`src/rtl/hazard_ctrl_if.sv`:
```
// Bundle of the hazard controller's pipeline-side signals: ID/EXE/MEM
// operand information, branch and memory status in, and sequencing
// controls, status and the stall counter out.
interface hazard_ctrl_if #(
    parameter int CNT_W = 16
);
    logic [4:0]       ID_src1;
    logic [4:0]       ID_src2;
    logic             ID_two_src;
    logic             ID_valid;
    logic [4:0]       EXE_dest;
    logic             EXE_WB_en;
    logic             EXE_MEM_R_en;
    logic [4:0]       MEM_dest;
    logic             MEM_WB_en;
    logic             fwd_en;
    logic             Br_taken;
    logic             mem_req;
    logic             mem_ready;
    logic             pc_freeze;
    logic             ifid_freeze;
    logic             ifid_flush;
    logic             idex_bubble;
    logic             pipe_freeze;
    logic             mem_err;
    logic [1:0]       state;
    logic [CNT_W-1:0] stall_cnt;

    // Pipeline side: drives hazard information, receives the controls.
    modport master (
        output ID_src1, ID_src2, ID_two_src, ID_valid,
               EXE_dest, EXE_WB_en, EXE_MEM_R_en,
               MEM_dest, MEM_WB_en, fwd_en, Br_taken,
               mem_req, mem_ready,
        input  pc_freeze, ifid_freeze, ifid_flush, idex_bubble,
               pipe_freeze, mem_err, state, stall_cnt
    );

    // Controller side.
    modport slave (
        input  ID_src1, ID_src2, ID_two_src, ID_valid,
               EXE_dest, EXE_WB_en, EXE_MEM_R_en,
               MEM_dest, MEM_WB_en, fwd_en, Br_taken,
               mem_req, mem_ready,
        output pc_freeze, ifid_freeze, ifid_flush, idex_bubble,
               pipe_freeze, mem_err, state, stall_cnt
    );
endinterface

```
`src/rtl/hazard_ctrl.sv`:
```
// Pipeline sequencing controller for the five-stage MIPS core: load-use/RAW
// stalls, taken-branch flushes, data-memory wait freezes, a memory-timeout
// watchdog and a saturating stall counter. Controls are combinational.
module hazard_ctrl #(
    parameter int TIMEOUT = 16,
    parameter int CNT_W   = 16
) (
    input  logic              clk,
    input  logic              rst,
    hazard_ctrl_if.slave      bus
);
    localparam logic [1:0] RUN      = 2'd0;
    localparam logic [1:0] MEM_WAIT = 2'd1;
    localparam logic [1:0] ERROR    = 2'd2;

    localparam int WW = $clog2(TIMEOUT) + 1;

    logic [1:0]       state_q;
    logic [1:0]       state_d;
    logic [WW-1:0]    wait_cnt;
    logic [CNT_W-1:0] stall_cnt_q;

    logic hz_exe;
    logic hz_mem;
    logic raw;
    logic mem_stall;
    logic timeout_hit;

    logic pc_f;
    logic ifid_f;
    logic flush;
    logic bubble;
    logic pipe_f;
    logic err;

    // Hazard detection against the instructions in EXE and MEM.
    always_comb begin
        hz_exe = bus.EXE_WB_en && (bus.EXE_dest != 5'd0) &&
                 ((bus.EXE_dest == bus.ID_src1) ||
                  (bus.ID_two_src && (bus.EXE_dest == bus.ID_src2)));
        hz_mem = bus.MEM_WB_en && (bus.MEM_dest != 5'd0) &&
                 ((bus.MEM_dest == bus.ID_src1) ||
                  (bus.ID_two_src && (bus.MEM_dest == bus.ID_src2)));
        raw = bus.ID_valid &&
              (bus.fwd_en ? (hz_exe && bus.EXE_MEM_R_en) : (hz_exe || hz_mem));
        mem_stall   = bus.mem_req && !bus.mem_ready;
        timeout_hit = mem_stall && (wait_cnt == WW'(TIMEOUT - 1));
    end

    // Prioritised control outputs: memory wait, then branch flush, then RAW.
    always_comb begin
        pc_f   = 1'b0;
        ifid_f = 1'b0;
        flush  = 1'b0;
        bubble = 1'b0;
        pipe_f = 1'b0;
        err    = 1'b0;
        if (!rst) begin
            if (state_q == ERROR) begin
                pc_f   = 1'b1;
                ifid_f = 1'b1;
                pipe_f = 1'b1;
                err    = 1'b1;
            end else if (mem_stall) begin
                pc_f   = 1'b1;
                ifid_f = 1'b1;
                pipe_f = 1'b1;
            end else if (bus.Br_taken) begin
                flush  = 1'b1;
                bubble = 1'b1;
            end else if (raw) begin
                pc_f   = 1'b1;
                ifid_f = 1'b1;
                bubble = 1'b1;
            end
        end
    end

    // Next-state selection; ERROR is only left through reset.
    always_comb begin
        state_d = state_q;
        case (state_q)
            RUN, MEM_WAIT: begin
                if (timeout_hit)    state_d = ERROR;
                else if (mem_stall) state_d = MEM_WAIT;
                else                state_d = RUN;
            end
            ERROR:   state_d = ERROR;
            default: state_d = RUN;
        endcase
    end

    // State register and consecutive-stall counter.
    always_ff @(posedge clk) begin
        if (rst) begin
            state_q  <= RUN;
            wait_cnt <= '0;
        end else begin
            state_q <= state_d;
            if (state_q != ERROR) begin
                wait_cnt <= mem_stall ? wait_cnt + 1'b1 : '0;
            end
        end
    end

    // Saturating count of non-ERROR cycles with the PC held.
    always_ff @(posedge clk) begin
        if (rst) begin
            stall_cnt_q <= '0;
        end else if ((state_q != ERROR) && pc_f && (stall_cnt_q != '1)) begin
            stall_cnt_q <= stall_cnt_q + 1'b1;
        end
    end

    assign bus.pc_freeze   = pc_f;
    assign bus.ifid_freeze = ifid_f;
    assign bus.ifid_flush  = flush;
    assign bus.idex_bubble = bubble;
    assign bus.pipe_freeze = pipe_f;
    assign bus.mem_err     = err;
    assign bus.state       = state_q;
    assign bus.stall_cnt   = stall_cnt_q;
endmodule

```
`src/flat_wrapper.sv`:
```
// flat-port wrapper written by rule: the top's interface ports become plain ports
module hazard_ctrl_flat 
#(
    parameter int TIMEOUT = 16,
    parameter int CNT_W   = 16
)
  (clk, rst, bus_ID_src1, bus_ID_src2, bus_ID_two_src, bus_ID_valid, bus_EXE_dest, bus_EXE_WB_en, bus_EXE_MEM_R_en, bus_MEM_dest, bus_MEM_WB_en, bus_fwd_en, bus_Br_taken, bus_mem_req, bus_mem_ready, bus_pc_freeze, bus_ifid_freeze, bus_ifid_flush, bus_idex_bubble, bus_pipe_freeze, bus_mem_err, bus_state, bus_stall_cnt);
  hazard_ctrl_if #(.CNT_W(CNT_W)) bus_i ();
  input  logic clk;
  input  logic rst;
  input wire logic [$bits(bus_i.ID_src1)-1:0] bus_ID_src1;
  input wire logic [$bits(bus_i.ID_src2)-1:0] bus_ID_src2;
  input wire logic [$bits(bus_i.ID_two_src)-1:0] bus_ID_two_src;
  input wire logic [$bits(bus_i.ID_valid)-1:0] bus_ID_valid;
  input wire logic [$bits(bus_i.EXE_dest)-1:0] bus_EXE_dest;
  input wire logic [$bits(bus_i.EXE_WB_en)-1:0] bus_EXE_WB_en;
  input wire logic [$bits(bus_i.EXE_MEM_R_en)-1:0] bus_EXE_MEM_R_en;
  input wire logic [$bits(bus_i.MEM_dest)-1:0] bus_MEM_dest;
  input wire logic [$bits(bus_i.MEM_WB_en)-1:0] bus_MEM_WB_en;
  input wire logic [$bits(bus_i.fwd_en)-1:0] bus_fwd_en;
  input wire logic [$bits(bus_i.Br_taken)-1:0] bus_Br_taken;
  input wire logic [$bits(bus_i.mem_req)-1:0] bus_mem_req;
  input wire logic [$bits(bus_i.mem_ready)-1:0] bus_mem_ready;
  output wire logic [$bits(bus_i.pc_freeze)-1:0] bus_pc_freeze;
  output wire logic [$bits(bus_i.ifid_freeze)-1:0] bus_ifid_freeze;
  output wire logic [$bits(bus_i.ifid_flush)-1:0] bus_ifid_flush;
  output wire logic [$bits(bus_i.idex_bubble)-1:0] bus_idex_bubble;
  output wire logic [$bits(bus_i.pipe_freeze)-1:0] bus_pipe_freeze;
  output wire logic [$bits(bus_i.mem_err)-1:0] bus_mem_err;
  output wire logic [$bits(bus_i.state)-1:0] bus_state;
  output wire logic [$bits(bus_i.stall_cnt)-1:0] bus_stall_cnt;
  assign bus_i.ID_src1 = bus_ID_src1;
  assign bus_i.ID_src2 = bus_ID_src2;
  assign bus_i.ID_two_src = bus_ID_two_src;
  assign bus_i.ID_valid = bus_ID_valid;
  assign bus_i.EXE_dest = bus_EXE_dest;
  assign bus_i.EXE_WB_en = bus_EXE_WB_en;
  assign bus_i.EXE_MEM_R_en = bus_EXE_MEM_R_en;
  assign bus_i.MEM_dest = bus_MEM_dest;
  assign bus_i.MEM_WB_en = bus_MEM_WB_en;
  assign bus_i.fwd_en = bus_fwd_en;
  assign bus_i.Br_taken = bus_Br_taken;
  assign bus_i.mem_req = bus_mem_req;
  assign bus_i.mem_ready = bus_mem_ready;
  assign bus_pc_freeze = bus_i.pc_freeze;
  assign bus_ifid_freeze = bus_i.ifid_freeze;
  assign bus_ifid_flush = bus_i.ifid_flush;
  assign bus_idex_bubble = bus_i.idex_bubble;
  assign bus_pipe_freeze = bus_i.pipe_freeze;
  assign bus_mem_err = bus_i.mem_err;
  assign bus_state = bus_i.state;
  assign bus_stall_cnt = bus_i.stall_cnt;
  hazard_ctrl #(.TIMEOUT(TIMEOUT), .CNT_W(CNT_W)) u_core (.clk(clk), .rst(rst), .bus(bus_i));
endmodule
```
`config.mk`:
```
export PLATFORM = sky130hd
export DESIGN_NAME = hazard_ctrl_flat
export DESIGN_NICKNAME = d
export VERILOG_FILES = /design/src/rtl/hazard_ctrl_if.sv /design/src/rtl/hazard_ctrl.sv /design/src/flat_wrapper.sv
export SDC_FILE = /design/constraint.sdc
export NUM_CORES = 1
export LEC_CHECK = 0
export BUFFER_PORTS_ARGS = -buffer_cell sky130_fd_sc_hd__clkbuf_2
export CAP_MARGIN = 10
export CORE_MARGIN = 2
export CORE_UTILIZATION = 52
export CTS_CLUSTER_DIAMETER = 60
export CTS_CLUSTER_SIZE = 10
export DETAILED_ROUTE_END_ITERATION = 10
export PLACE_DENSITY_LB_ADDON = 0.25
export SKIP_LAST_GASP = 1
export SLEW_MARGIN = 20
export SYNTH_ARGS = -nofsm -noshare
export SYNTH_HDL_FRONTEND = slang
export SYNTH_SLANG_ARGS = --single-unit
export TNS_END_PERCENT = 50
```
`constraint.sdc`:
```
create_clock -name clk -period 3 [get_ports clk]
set_input_delay 0 -clock clk [delete_from_list [all_inputs] [get_ports clk]]
set_output_delay 0 -clock clk [all_outputs]
set_load 0.01 [all_outputs]
```
# --- Word-level counts from Yosys, hierarchy flattened ---
# Cells that the tools add are included.
classes:
  add_sub_neg: 2
  n_eq_ne: 9
  n_mux: 23
  n_reduce_logical: 20
ops:
  columns: ["operator", "n"]
  rows:
  - ["5-bit == test", 4]
  - ["1-bit 2-to-1 mux", 20]
  - ["16-bit by 1-bit adder with 16-bit output, second input constant", 1]
  - ["16-bit inequality test, second input constant", 1]
  - ["1-bit logical AND", 12]
  - ["5-bit nonzero test", 2]
  - ["5-bit by 1-bit adder with 5-bit output, second input constant", 1]
  - ["5-bit by 4-bit == test with 1-bit output, second input constant", 1]
  - ["5-bit 2-to-1 mux", 1]
  - ["2-bit case mux with 2 select lines", 1]
  - ["1-bit logical OR", 3]
  - ["2-bit by 1-bit == test with 1-bit output, second input constant", 1]
  - ["2-bit == test, second input constant", 1]
  - ["2-bit logical NOT", 1]
  - ["2-bit 2-to-1 mux", 1]
  - ["2-bit inequality test, second input constant", 1]
  - ["2-bit OR reduction", 1]
  - ["1-bit logical NOT", 1]
totals:
  register_bits: 23
  output_inout_bits: 24
  elab_cells: 57

# --- Logic depth before layout (Yosys ltp) ---
depth:
  ltp_word: 14
  ltp_mapped: 9
  mapped_depth_nobuf: 8

# --- Worst setup path after synthesis ---
# Ideal clock, no wire load.
synth_path:
  path_type: "flip-flop to flip-flop"
  from: "register u_core.state_q[0] (netlist: u_core.bus.state[0])"
  to: "register u_core.stall_cnt_q[1] (netlist: u_core.bus.stall_cnt[1])"
  setup_time_ns: 0.121
  arrival_time_ns: 1.855
  slack_ns: 1.024
  path_stages_with_launch: 10
  n_path_buf: 2
  period_less_slack_ns: 1.976
  cell_sequence: "dfxtp_1 > nand2b_1 > clkbuf_1 > nand2_1 > nand2_1 > inv_1 > a21oi_4 > buf_6 > nor2_2 > mux2_4"
synth_via:
  elab_chain_cells: 5
  elab_cells_between_ends: 6
synth_rtl:
  columns: ["item", "line_no", "source"]
  rows:
  - ["start, declared", "hazard_ctrl.sv:18", "logic [1:0] state_q;"]
  - ["start signal, assigned", "hazard_ctrl.sv:99", "state_q <= state_d;"]
  - ["2-bit == test", "hazard_ctrl.sv:59", "if (state_q == ERROR) begin"]
  - ["1-bit 2-to-1 mux", "hazard_ctrl.sv:59", null]
  - ["1-bit 2-to-1 mux", "hazard_ctrl.sv:58", "if (!rst) begin"]
  - ["1-bit logical AND * (2 in series)", "hazard_ctrl.sv:110", "end else if ((state_q != ERROR) && pc_f && (stall_cnt_q != '1)) begin"]
  - ["end signal, assigned", "hazard_ctrl.sv:111", "stall_cnt_q <= stall_cnt_q + 1'b1;"]
  - ["end, declared", "hazard_ctrl.sv:21", "logic [CNT_W-1:0] stall_cnt_q;"]
# Mark *: on every way between the ends. The rest lies on a longest branch, timed or not.
# A chain may end at the register's enable or synchronous reset.

# --- Worst setup path in the final report ---
layout_path:
  from: "register u_core.state_q[0] (netlist: u_core.bus.state[0])"
  to: "output port bus_ifid_freeze"
layout_via:
  elab_chain_cells: 3
layout_rtl:
  columns: ["item", "line_no", "source"]
  rows:
  - ["2-bit == test", "hazard_ctrl.sv:59", null]
  - ["1-bit 2-to-1 mux", "hazard_ctrl.sv:59", null]
  - ["1-bit 2-to-1 mux", "hazard_ctrl.sv:58", null]
  - ["end, declared", "flat_wrapper.sv:25", "output wire logic [$bits(bus_i.ifid_freeze)-1:0] bus_ifid_freeze;"]
# Every way passes these cells.

==> impl_metrics.toml <==
[final_layout]
nets = 267
drive_gt1_share_pct = 26.7
fillCellCount = 262
fin_util_pct = 65.6
multi_input_area_um2 = 938
area_growth_pct = 21.2
instances_no_fill = 263
post-route-cell-area_um2 = 1780
antennaDiodeCount = 0
regArea_um2 = 460

[placed_design]
routabilityCongestion = 0.899
dp_cells = 257
io_buffers = 54
dp_hpwl_um = 2550
placed_area_um2 = 1730

[global_route]
grtUsageMet3_pct = 3.85
grtUsageMet1_pct = 27.2
grt_pass1_vias = 1387
grt_pass1_wl_um = 5710
grt_max_degree = 29
grt_usage_pct = 21.8
grt_remaining_overflow = 0
busiest_layer = "met2"
antenna_found_initial = 0
use_met2_pct = 38.3

[timing]
setup_viol = 0
fin_crit_sh_pct = 76.7
final_hold_viol_count = 0
finalCriticalPeriod_ps = 2300
finalMaxSlewViolations = 0
worst_pin_slew_ps = 687
fmax_mhz = 435
clock_skew_ps = 9.71
rsz0062_at_grt = "false"
whs_ps = 124
relSlewSlack_pct = 54.2
final.setup.tns_ps = 0

[setup_path]
arrival_ps = 2300
path_class = "flip-flop to output port"
worstPathMaxFanout = 28
cp-start-kind = "flip-flop"
cp_data_required_time_ps = 3000
end_kind = "output port"

[synth]
syn_area_um2 = 1470
synth_cell_types = 43
synth_flop_cell = "dfxtp_1"
netlist.top_cell.by_area = "dfxtp_1"
ys_seq_elements = 23
syn-instance-count = 180
synth_edf_count = 0
avgSynthCellArea_um2 = 8.15
syn_nets = 214
synth_area_leaders = "dfxtp_1 31%, xnor2_1 13%, a21oi_1 4.4%"
yosysWarningCount = 0
synth_top_area_share_pct = 31.4
async_reset_ff_share_pct = 0
ys_seq_area_share_pct = 31.4

[floorplan]
die_width_um = 57.1
fp.dieArea_um2 = 3260
initial_core_util_pct = 54.1
io_pins = 55
die_h_um = 57.1
coreArea_um2 = 2710
fp-row-count = 19

[pwr]
vdd_ir_drop_max_mv = 0.253
power.density_nw_per_um2 = 311
leakage_nw = 0.744

[detailed_routing]
drc_errors = 0
vias = 1502
vias_per_cell = 5.71
wl_per_cell_um = 12.7
ant_nets = 0
first_pass_iters = 4
drt_iter0_markers = 69
finalWirelength_um = 3350

[clock_network]
cts_buffers = 3
post_cts_resized = 0
root_buffer = "clkbuf_4"
clk_latency_ps = 310
cts.sinks = 23
cts_tree = "yes"
clockBufferDepth = 2
path_clk_slew_ps = 130
cts-htree-levels = 1

[flow_run]
cap_viol_max_count = 0

[min_path]
worst_hold_path_type = "primary input to flip-flop"

[status]
outcome = "finished clean"
-- placed cells by master (no fill, tap or decap), types with 2 or more instances in the layout --
| cell type | Yosys | routed |
|---|---|---|
| nand2_1 | 17 | 17 |
| nand2b_1 | 2 | 2 |
| o22ai_1 | 2 | 2 |
| and2_1 | 2 | 2 |
| dfxtp_1 | 23 | 23 |
| inv_1 | 6 | 6 |
| nand3_1 | 9 | 9 |
| o21ai_0 | 3 | 3 |
| or3_1 | 5 | 5 |
| nand4_1 | 7 | 7 |
| dlygate4sd3_1 | 0 | 2 |
| and4_1 | 2 | 2 |
| nor3_1 | 3 | 3 |
| o21ai_1 | 2 | 2 |
| xor2_1 | 2 | 2 |
| clkbuf_2 | 0 | 54 |
| and3_1 | 5 | 5 |
| or4_1 | 6 | 6 |
| nor4_1 | 2 | 2 |
| o311ai_0 | 3 | 3 |
| a21oi_1 | 13 | 13 |
| a31oi_1 | 2 | 2 |
| nor2_1 | 10 | 10 |
| o31ai_1 | 4 | 4 |
| xnor2_1 | 21 | 21 |
| ha_1 | 3 | 3 |
| nor3b_1 | 2 | 2 |
| o41ai_1 | 2 | 2 |
| clkbuf_4 | 0 | 3 |
| nor2b_1 | 2 | 2 |
-- per-stage QoR --
step           setup slack, ps  total power, W
3_3_place_gp               870        0.000410
3_5_place_dp               807        0.000412
5_1_grt                    439        0.000576
6_report                   700        0.000552
2_1_floorplan             1020        0.000373
4_1_cts                    701        0.000557
-- repair_timing --
action,in CTS,in global routing
hold endpoints to repair,1,0
buffers inserted,0,0
hold buffers,2,0
-- area by class of cell --
| class | instances | share of cell area, % |
|---|---|---|
| inverters | 6 | 1.27 |
| flip-flops and latches | 23 | 25.9 |
| repair buffers | 56 | 16.3 |
| clock buffers | 3 | 1.27 |
| well taps | 31 | 2.18 |
| multi-input cells | 143 | 52.8 |
| clock inverters | 1 | 0.281 |
-- critical path: stages, from the launching register on --
cell	delay, ps
dfxtp_1	370
nand2b_1	340
nand2_1	170
nand2_1	220
inv_1	120
a21oi_4	500
inv_1	120
clkbuf_2	160
-- cell usage after synthesis, types with 2 or more instances --
cell,n
and4_1,2
nor2_1,10
a21oi_1,13
dfxtp_1,23
o21ai_1,2
xor2_1,2
o31ai_1,4
o41ai_1,2
nor2b_1,2
xnor2_1,21
nand2b_1,2
buf_4,2
or4_1,6
clkbuf_1,4
nand3_1,9
nand4_1,7
o22ai_1,2
nand2_1,17
or3_1,5
inv_1,6
and2_1,2
o311ai_0,3
and3_1,5
nor4_1,2
nor3b_1,2
a31oi_1,2
o21ai_0,3
nor3_1,3
ha_1,3
-- cells by family (layout without fill, tap and decap cells) --
group | after synthesis | count (layout) | share of synthesized area, %
adders and majority gates | 3 | 3 | 2.56
xor gates and xnor gates | 23 | 23 | 13.7
AOI/OAI and AO/OA | 39 | 39 | 18.0
muxes | 2 | 2 | 1.71
buffers and inverters | 14 | 66 | 4.61
DFF | 23 | 23 | 31.4
and+or+nand+nor | 76 | 76 | 28.0
-- metal layers --
metal | routed length [um] | part of all wire (%) | up-vias
met1 | 1460 | 44 | 683
met2 | 1650 | 49 | 43
met3 | 223 | 6.7 | 2
met4 | 17 | 0.51 | 0
li1 | - | - | 774
met5 | 0 | 0 | -
-- worst paths after layout --
path | from | end | slack, ps | cells after the start
worst max-delay path | u_core.bus.state[0]$_SDFF_PP0_ | bus_ifid_freeze | 700 | 7
worst min-delay path | rst | u_core.bus.stall_cnt[8]$_SDFFE_PP0P_ | 120 | 2
worst max register to register | u_core.bus.stall_cnt[3]$_SDFFE_PP0P_ | u_core.bus.stall_cnt[1]$_SDFFE_PP0P_ | 770 | 6
worst min register to register | u_core.wait_cnt[1]$_SDFFE_PP0N_ | u_core.wait_cnt[1]$_SDFFE_PP0N_ | 480 | 2
-- report_power, final --
group	internal (W)	switching, W
logic	0.0000472	0.0000495
clock network	0.0000498	0.0000955
registers	0.000308	0.00000251
total	0.000405	0.000147
-- state kept, by name (all words and copies together), names as in the netlist --
signal and flops:
u_core.bus.stall_cnt 16, u_core.bus.state 2, u_core.wait_cnt 5
Power figures use the tool's default switching activity.
